==> src/rtl/dii_packet_arbiter.sv <==
// dii_packet_arbiter
//   Packet-granular round-robin arbiter that merges PORTS 16-bit DII
//   requester streams into one registered output stream. Once a port
//   owns the output it keeps it until its last word. A packet longer
//   than MAX_LEN words is cut: word MAX_LEN goes out with out_last forced
//   high, err_trunc pulses, and the rest of the packet is drained and
//   dropped.
// Ports
//   clk, rst             clock, async active-high reset
//   in_data/valid/last   per-port requester stream (port i = bits [16i+15:16i])
//   in_ready             per-port accept (only the current owner can be ready)
//   out_data/valid/last  registered arbitrated stream
//   out_ready            downstream accept
//   grant                one-hot current owner, zero when idle
//   err_trunc            one-cycle pulse, aligned with the forced-last word
module dii_packet_arbiter #(
  parameter int PORTS   = 2,
  parameter int MAX_LEN = 16
) (
  input  logic               clk,
  input  logic               rst,
  input  logic [PORTS*16-1:0] in_data,
  input  logic [PORTS-1:0]   in_valid,
  input  logic [PORTS-1:0]   in_last,
  output logic [PORTS-1:0]   in_ready,
  output logic [15:0]        out_data,
  output logic               out_valid,
  output logic               out_last,
  input  logic               out_ready,
  output logic [PORTS-1:0]   grant,
  output logic               err_trunc
);

  localparam int IW = (PORTS > 1) ? $clog2(PORTS) : 1;
  localparam int CW = ($clog2(MAX_LEN + 1) > 5) ? $clog2(MAX_LEN + 1) : 5;

  localparam logic [1:0] S_IDLE = 2'd0;
  localparam logic [1:0] S_XFER = 2'd1;
  localparam logic [1:0] S_DISC = 2'd2;

  logic [1:0]       state_q, state_d;
  logic [PORTS-1:0] grant_q, grant_d;
  logic [IW-1:0]    own_q, own_d;
  logic [IW-1:0]    ptr_q, ptr_d;
  logic [CW-1:0]    cnt_q, cnt_d;
  logic [15:0]      odata_q, odata_d;
  logic             olast_q, olast_d;
  logic             oval_q, oval_d;
  logic             err_q, err_d;

  logic [PORTS-1:0][15:0] in_words;
  logic          out_free, own_vld, own_last, acc_x, acc_d, at_max;
  logic [IW-1:0] rr_idx, rr_sel;
  logic          rr_hit;

  assign in_words = in_data;
  assign out_free = !oval_q || out_ready;
  assign own_vld  = in_valid[own_q];
  assign own_last = in_last[own_q];
  assign acc_x    = (state_q == S_XFER) && own_vld && out_free;
  assign acc_d    = (state_q == S_DISC) && own_vld;
  // cnt_q holds words already accepted, so this word is number MAX_LEN
  assign at_max   = (cnt_q == CW'(MAX_LEN - 1));

  // Round-robin search starting just after the last owner.
  always_comb begin
    rr_idx = '0;
    rr_sel = '0;
    rr_hit = 1'b0;
    for (int k = 1; k <= PORTS; k++) begin
      rr_idx = IW'((int'(ptr_q) + k) % PORTS);
      if (!rr_hit && in_valid[rr_idx]) begin
        rr_hit = 1'b1;
        rr_sel = rr_idx;
      end
    end
  end

  always_comb begin
    in_ready = '0;
    if (state_q == S_XFER) in_ready[own_q] = out_free;
    if (state_q == S_DISC) in_ready[own_q] = 1'b1;
  end

  always_comb begin
    state_d = state_q;
    grant_d = grant_q;
    own_d   = own_q;
    ptr_d   = ptr_q;
    cnt_d   = cnt_q;
    odata_d = odata_q;
    olast_d = olast_q;
    oval_d  = oval_q;
    err_d   = 1'b0;

    if (acc_x) begin
      odata_d = in_words[own_q];
      olast_d = own_last || at_max;
      oval_d  = 1'b1;
    end else if (out_ready) begin
      oval_d  = 1'b0;
    end

    case (state_q)
      S_IDLE: begin
        if (rr_hit) begin
          state_d         = S_XFER;
          own_d           = rr_sel;
          grant_d         = '0;
          grant_d[rr_sel] = 1'b1;
          cnt_d           = '0;
        end
      end
      S_XFER: begin
        if (acc_x) begin
          cnt_d = cnt_q + 1'b1;
          if (own_last) begin
            state_d = S_IDLE;
            grant_d = '0;
            ptr_d   = own_q;
          end else if (at_max) begin
            state_d = S_DISC;
            err_d   = 1'b1;
          end
        end
      end
      S_DISC: begin
        if (acc_d && own_last) begin
          state_d = S_IDLE;
          grant_d = '0;
          ptr_d   = own_q;
        end
      end
      default: begin
        state_d = S_IDLE;
        grant_d = '0;
      end
    endcase
  end

  always_ff @(posedge clk or posedge rst) begin
    if (rst) begin
      state_q <= S_IDLE;
      grant_q <= '0;
      own_q   <= '0;
      ptr_q   <= IW'(PORTS - 1);
      cnt_q   <= '0;
      odata_q <= '0;
      olast_q <= 1'b0;
      oval_q  <= 1'b0;
      err_q   <= 1'b0;
    end else begin
      state_q <= state_d;
      grant_q <= grant_d;
      own_q   <= own_d;
      ptr_q   <= ptr_d;
      cnt_q   <= cnt_d;
      odata_q <= odata_d;
      olast_q <= olast_d;
      oval_q  <= oval_d;
      err_q   <= err_d;
    end
  end

  assign out_data  = odata_q;
  assign out_last  = olast_q;
  assign out_valid = oval_q;
  assign grant     = grant_q;
  assign err_trunc = err_q;

endmodule
==> config.mk <==
export PLATFORM = sky130hd
export DESIGN_NAME = dii_packet_arbiter
export DESIGN_NICKNAME = d
export VERILOG_FILES = /design/src/rtl/dii_packet_arbiter.sv
export SDC_FILE = /design/constraint.sdc
export NUM_CORES = 1
export LEC_CHECK = 0
export CORE_MARGIN = 4
export CORE_UTILIZATION = 44
export CTS_BUF_LIST = sky130_fd_sc_hd__clkbuf_4
export DETAILED_ROUTE_END_ITERATION = 16
export PLACE_DENSITY = 0.82
export SETUP_SLACK_MARGIN = 0.02
export SYNTH_ARGS = -nofsm -noshare
export SYNTH_HDL_FRONTEND = slang
export SYNTH_SLANG_ARGS = --single-unit
==> constraint.sdc <==
create_clock -name clk -period 1.6 [get_ports clk]
set_input_delay 0.24 -clock clk [delete_from_list [all_inputs] [get_ports clk]]
set_output_delay 0.24 -clock clk [all_outputs]
set_load 0.02 [all_outputs]
Word-level counts from Yosys, hierarchy flattened
Index checks and enable logic that the tools add are counted.
W data, S select, Z words.

word-level totals
  bits in latches = 0
  ROM bits = 0
  register bits = 30
  memories = 0
  input bits = 39
  output and inout port bits = 23
  RAM bits = 0

operators by class
  equality and inequality tests = 8
  shift operators = 0
  add/sub/neg operators = 3
  reduce and logical (&&, ||, !) cells = 20
  multiplexer cells = 43
  bitwise logic cells = 2
  multiply operators = 0
  divide/modulo/power cells = 0
  order comparisons = 6

operators with widths
  cell                   number
  $mux W16               2
  $mux W1                23
  $mux W2                10
  $pmux W2 S3            2
  $reduce_and A4 Y1      3
  $mux W5                2
  $pmux W5 S2            1
  $lt A1 B2 Y1 const B   4
  $logic_and A1 B1 Y1    7
  $ne A2 B2 Y1 const B   3
  $reduce_bool A2 Y1     3
  $add A5 B1 Y5 const B  1
  $eq A5 B4 Y1 const B   1
  $ne A3 B3 Y1 const B   1
  $reduce_and A3 Y1      1
  $add A1 B1 Y1 const B  2
  $and A2 B2 Y2          1
  $demux W1 S1           2
  $eq A2 B1 Y1 const B   1
  $eq A2 B2 Y1 const B   1
  $ge A1 B1 Y1 const B   2
  $logic_not A1 Y1       2
  $logic_not A2 Y1       1
  $logic_or A1 B1 Y1     2
  other kinds (4)        4

Longest topological paths before layout
  depth after elaboration = 13
  gate-level depth with buffers = 7
  depth with buffers taken out = 6

Least setup slack after synthesis
Ideal clock, no wire load.

  path kind = flip-flop to output port
  start point = register own_q
  end point = output port in_ready[1]
  data required time = 1.360 ns
  path buffers = 2
  stages on the path, launching flop included = 4
  setup slack = 0.157 ns
  arrival time = 1.203 ns
  cell sequence = dfrtp_1 > buf_2 > clkbuf_1 > nor2b_1

on the way
  word-level cells in the longest chain between the ends = 8
  elaborated cells between the ends (all ways) = 9
  classes of those cells = order compare: 2; mux: 4; bitwise: 2; reduce/logical: 1

ends and longest elaborated chain
  what                                                                       RTL line  RTL
  start: declaration                                                         43        logic [IW-1:0] own_q, own_d;
  start signal: assignment                                                   155       own_q <= own_d;
  $lt A1 B2 Y1 (not written as such) / $ge A1 B1 Y1 (equally long branches)  81, 82
  $logic_and A1 B1 Y1 (not written as such)                                  81, 82
  $mux W1 (not written as such)                                              81, 82
  $demux W1 S1 (*)                                                           81, 82
  $and A2 B2 Y2 (no line)                                                    -
  $mux W2                                                                    81        if (state_q == S_XFER) in_ready[own_q] = out_free;
  $or A2 B2 Y2 (no line)                                                     -
  $mux W2 (*)                                                                82        if (state_q == S_DISC) in_ready[own_q] = 1'b1;
  end: declaration                                                           25        output logic [PORTS-1:0] in_ready,

Every way passes the cells marked *; elsewhere a longest branch is shown, timed or not.

Worst setup path in the final report
  start point = register state_q[0]
  end point = output port in_ready[1]

on the way
  word-level cells in the longest chain between the ends = 4
  elaborated cells between the ends (all ways) = 5
  classes of those cells = eq/ne: 2; mux: 2; bitwise: 1

ends and longest elaborated chain
  what                      RTL line  RTL
  start: declaration        41        logic [1:0] state_q, state_d;
  start signal: assignment  153       state_q <= state_d;
  $eq A2 B1 Y1              81
  $mux W2                   81
  $or A2 B2 Y2 (no line)    -
  $mux W2 (*)               82

Marked as above.

==> out/results.tsv <==
metric	value	unit
r2r_cells	4	
antenna_found_initial	0	
clock_path_buffers	2	
switching_share	40.4	%
reg2reg_slack	100	ps
first_pass_iters	4	
via_per_inst	5.13	
yosys.area.top_type	dfrtp_1	
dpl_worst_slack	-241	ps
synth_top_area_share	49.2	%
cp-end-kind	output port	
ys_types	31	
top_layer	met4	
powerDensity	1710	nW/um^2
grt_pass1_wl	6590	um
power_switching	1.61	mW
portBuffers	61	
hold_path.class	in2async	
wl_met2	1890	um
wl_met3	370	um
syn-num-nets	187	
worstPathArrival	1290	ps
synth_mux_area_share	13.3	%
synthTopCellsByArea	dfrtp_1 (49%), mux2i_1 (12%), o21ai_0 (7.8%)	
final.setup.worst_slack	66.5	ps
skew	6.27	ps
worstPathCellList	and2b_1, a21oi_2, nor2b_1, buf_4	
critPathTopFamily	flip-flops	
dieArea	4340	um^2
synth_seq_cells	30	
max_slew_margin	75.2	%
cp.buffers_inverters	1	
synthCells	146	
synth_top_family_by_area	compound AO/OA/AOI/OAI gates	
initial_core_util	47.1	%
io_pins	62	
fill_cells	227	
clock_latency	340	ps
tightest_slew	371	ps
period_share	95.8	%
synthSimpleGateAreaFrac	13.2	%
synth_area	1470	um^2
placed_cells	258	
drt_iter0_drc	87	
syn2layout_area_growth	58.2	%
rows	20	
crit_fanout	4	
cts_made_buffers	5	
grt_max_degree	31	
setup_viol	0	
yosysWarnings	0	
worstSetupPathType	reg2out	
crit_path_start_kind	register	
path_clk_slew	100	ps
fmax	0.652	GHz
cts_tree	yes	
dp_hpwl	2920	um
drc_errors	0	
status	finished clean	
crit-reg2reg-launch	own_q	
final_cells	269	
core_area	3130	um^2
fin_nets	265	
power.internal	2.37	mW
synth_xor_area_share	0	%
die_x	65.9	um
p_leak	1.21	nW
cts_root_buffer	clkbuf_4	
total_power	3.98	mW
ir_drop	0.902	mV
p_comb_share	51.8	%
async_reset_ff_share	100	%
hold_violations	0	
h-tree-depth	2	
insertedDiodeCount	0	
clock_power_share	15.3	%
grt_pass1_vias	1517	
synth_edf_count	0	
layout-drive-gt1-share	15.6	%
synth.avg_cell_area	10.1	um^2
required	1360	ps
drv_slew	0	
drt-met1-wl	1550	um
synthAdderAreaFrac	1.70	%
grt_util_all_layers	20.1	%
hold_slack	303	ps
overflow	0	
finalSetupTns	0	ps
die_y	65.9	um
slowest_delay	420	ps
seqPwrFrac	32.9	%
hold_buffers	0	
synth_compound_gate_area_share	15.3	%
drt-total-wl	3870	um
wl_per_cell	14.4	um
place_area	2210	um^2
vias	1381	
design_area	2330	um^2
cap_violations	0	
cts_sinks	30	
rsz0062_at_grt	yes	
min_period	1530	ps
place.gp.congestion	0.935	
synth-main-ff-cell	dfrtp_1	
ys_seq_area_share	51.0	%
ant_nets	0	
r2r_end	ptr_q	
final_core_utilization	74.6	%
crit_path_top_delay_cell	dfrtp_1	
==> worst reg2reg max path, delay by kind of cell (launching register included) <==
kind,cells,cell delay [ps]
flops,1,480
mux,1,350
compound gates,2,390
simple gates,1,210
==> flip-flops by register name, indices dropped and copies added (netlist names) <==
| signal | cells |
|---|---|
| cnt_q | 5 |
| err_trunc | 1 |
| grant | 2 |
| out_data | 16 |
| out_last | 1 |
| out_valid | 1 |
| own_q | 1 |
| ptr_q | 1 |
| state_q | 2 |
==> synth_stat cells (2+ instances only) <==
| cell | instances |
|---|---|
| a21o_1 | 2 |
| a21oi_1 | 4 |
| a22oi_1 | 2 |
| and3_1 | 3 |
| buf_2 | 4 |
| buf_4 | 3 |
| dfrtp_1 | 29 |
| ha_1 | 2 |
| inv_1 | 8 |
| mux2i_1 | 17 |
| nand2_1 | 20 |
| nand3_1 | 4 |
| nor2_1 | 5 |
| nor2b_1 | 2 |
| o21ai_0 | 23 |
| o32ai_1 | 3 |
==> timing repair <==
| item | 4_1_cts | 5_1_grt |
|---|---|---|
| pin swaps | 0 | 0 |
| gates resized for setup | 18 | 14 |
| endpoints found under the hold margin | 0 | 0 |
| endpoints found under the setup margin | 11 | 14 |
| buffers inserted | 2 | 1 |
==> cells by family after synthesis <==
kind of cell,count (synthesis)
compound gates,38
flops,30
buf+inv,17
mux,19
fa+ha+maj,2
simple gates,40
==> worst max path at each step <==
stage / startpoint / endpoint / slack [ps] / cells after the start
after floorplan: own_q / in_ready[1] / 160 / 3
after global placement: out_ready / in_ready[1] / -230 / 5
after detailed placement: out_ready / in_ready[1] / -240 / 5
after CTS: out_data[13] / out_data[13] / 20 / 1
after global routing: state_q[1] / in_ready[1] / -50 / 4
final: state_q[0] / in_ready[1] / 70 / 4
==> per-layer routing <==
| metal | track usage (%) | vias up |
|---|---|---|
| met3 | 9.01 | 6 |
| met4 | 7.51 | 0 |
| met2 | 35.2 | 59 |
| li1 | - | 668 |
| met1 | 21.0 | 648 |
| met5 | 0 | - |
==> cell usage in the layout, fill, tap and decap left out, types with 2 or more instances in the layout <==
cell type	Yosys	final
a22oi_1	2	2
dlymetal6s2s_1	0	10
clkdlybuf4s50_1	0	40
dlygate4sd2_1	0	9
clkbuf_4	0	5
nor2_1	5	5
mux2i_1	17	17
clkinvlp_4	0	2
nand2_1	20	20
a21oi_1	4	3
o21ai_0	23	22
nand3_1	4	4
dfrtp_1	29	29
buf_4	3	20
a21o_1	2	2
and3_1	3	3
nor2b_1	2	2
ha_1	2	2
o32ai_1	3	3
inv_1	8	8
==> cell type report <==
class                           count  area [um^2]  share of cell area, %
Inverter                            8         30.0                   1.29
Tap cell                           44         55.1                   2.36
Clock buffer                        5         37.5                   1.61
Multi-Input combinational cell     99          653                   28.0
Timing Repair Buffer               80          759                   32.6
Clock inverter                      3         45.0                   1.93
Sequential cell                    30          752                   32.2
==> power groups by stage <==
| stage | clock network, mW | registers, mW | logic (mW) |
|---|---|---|---|
| floorplan | 0 | 1.56 | 0.956 |
| detailed placement | 0 | 1.33 | 2.14 |
| global placement | 0 | 1.31 | 2.06 |
| global route | 0.659 | 1.35 | 2.27 |
| finish | 0.609 | 1.31 | 2.07 |
| CTS | 0.628 | 1.31 | 2.08 |
Power figures use the tool's default switching activity.
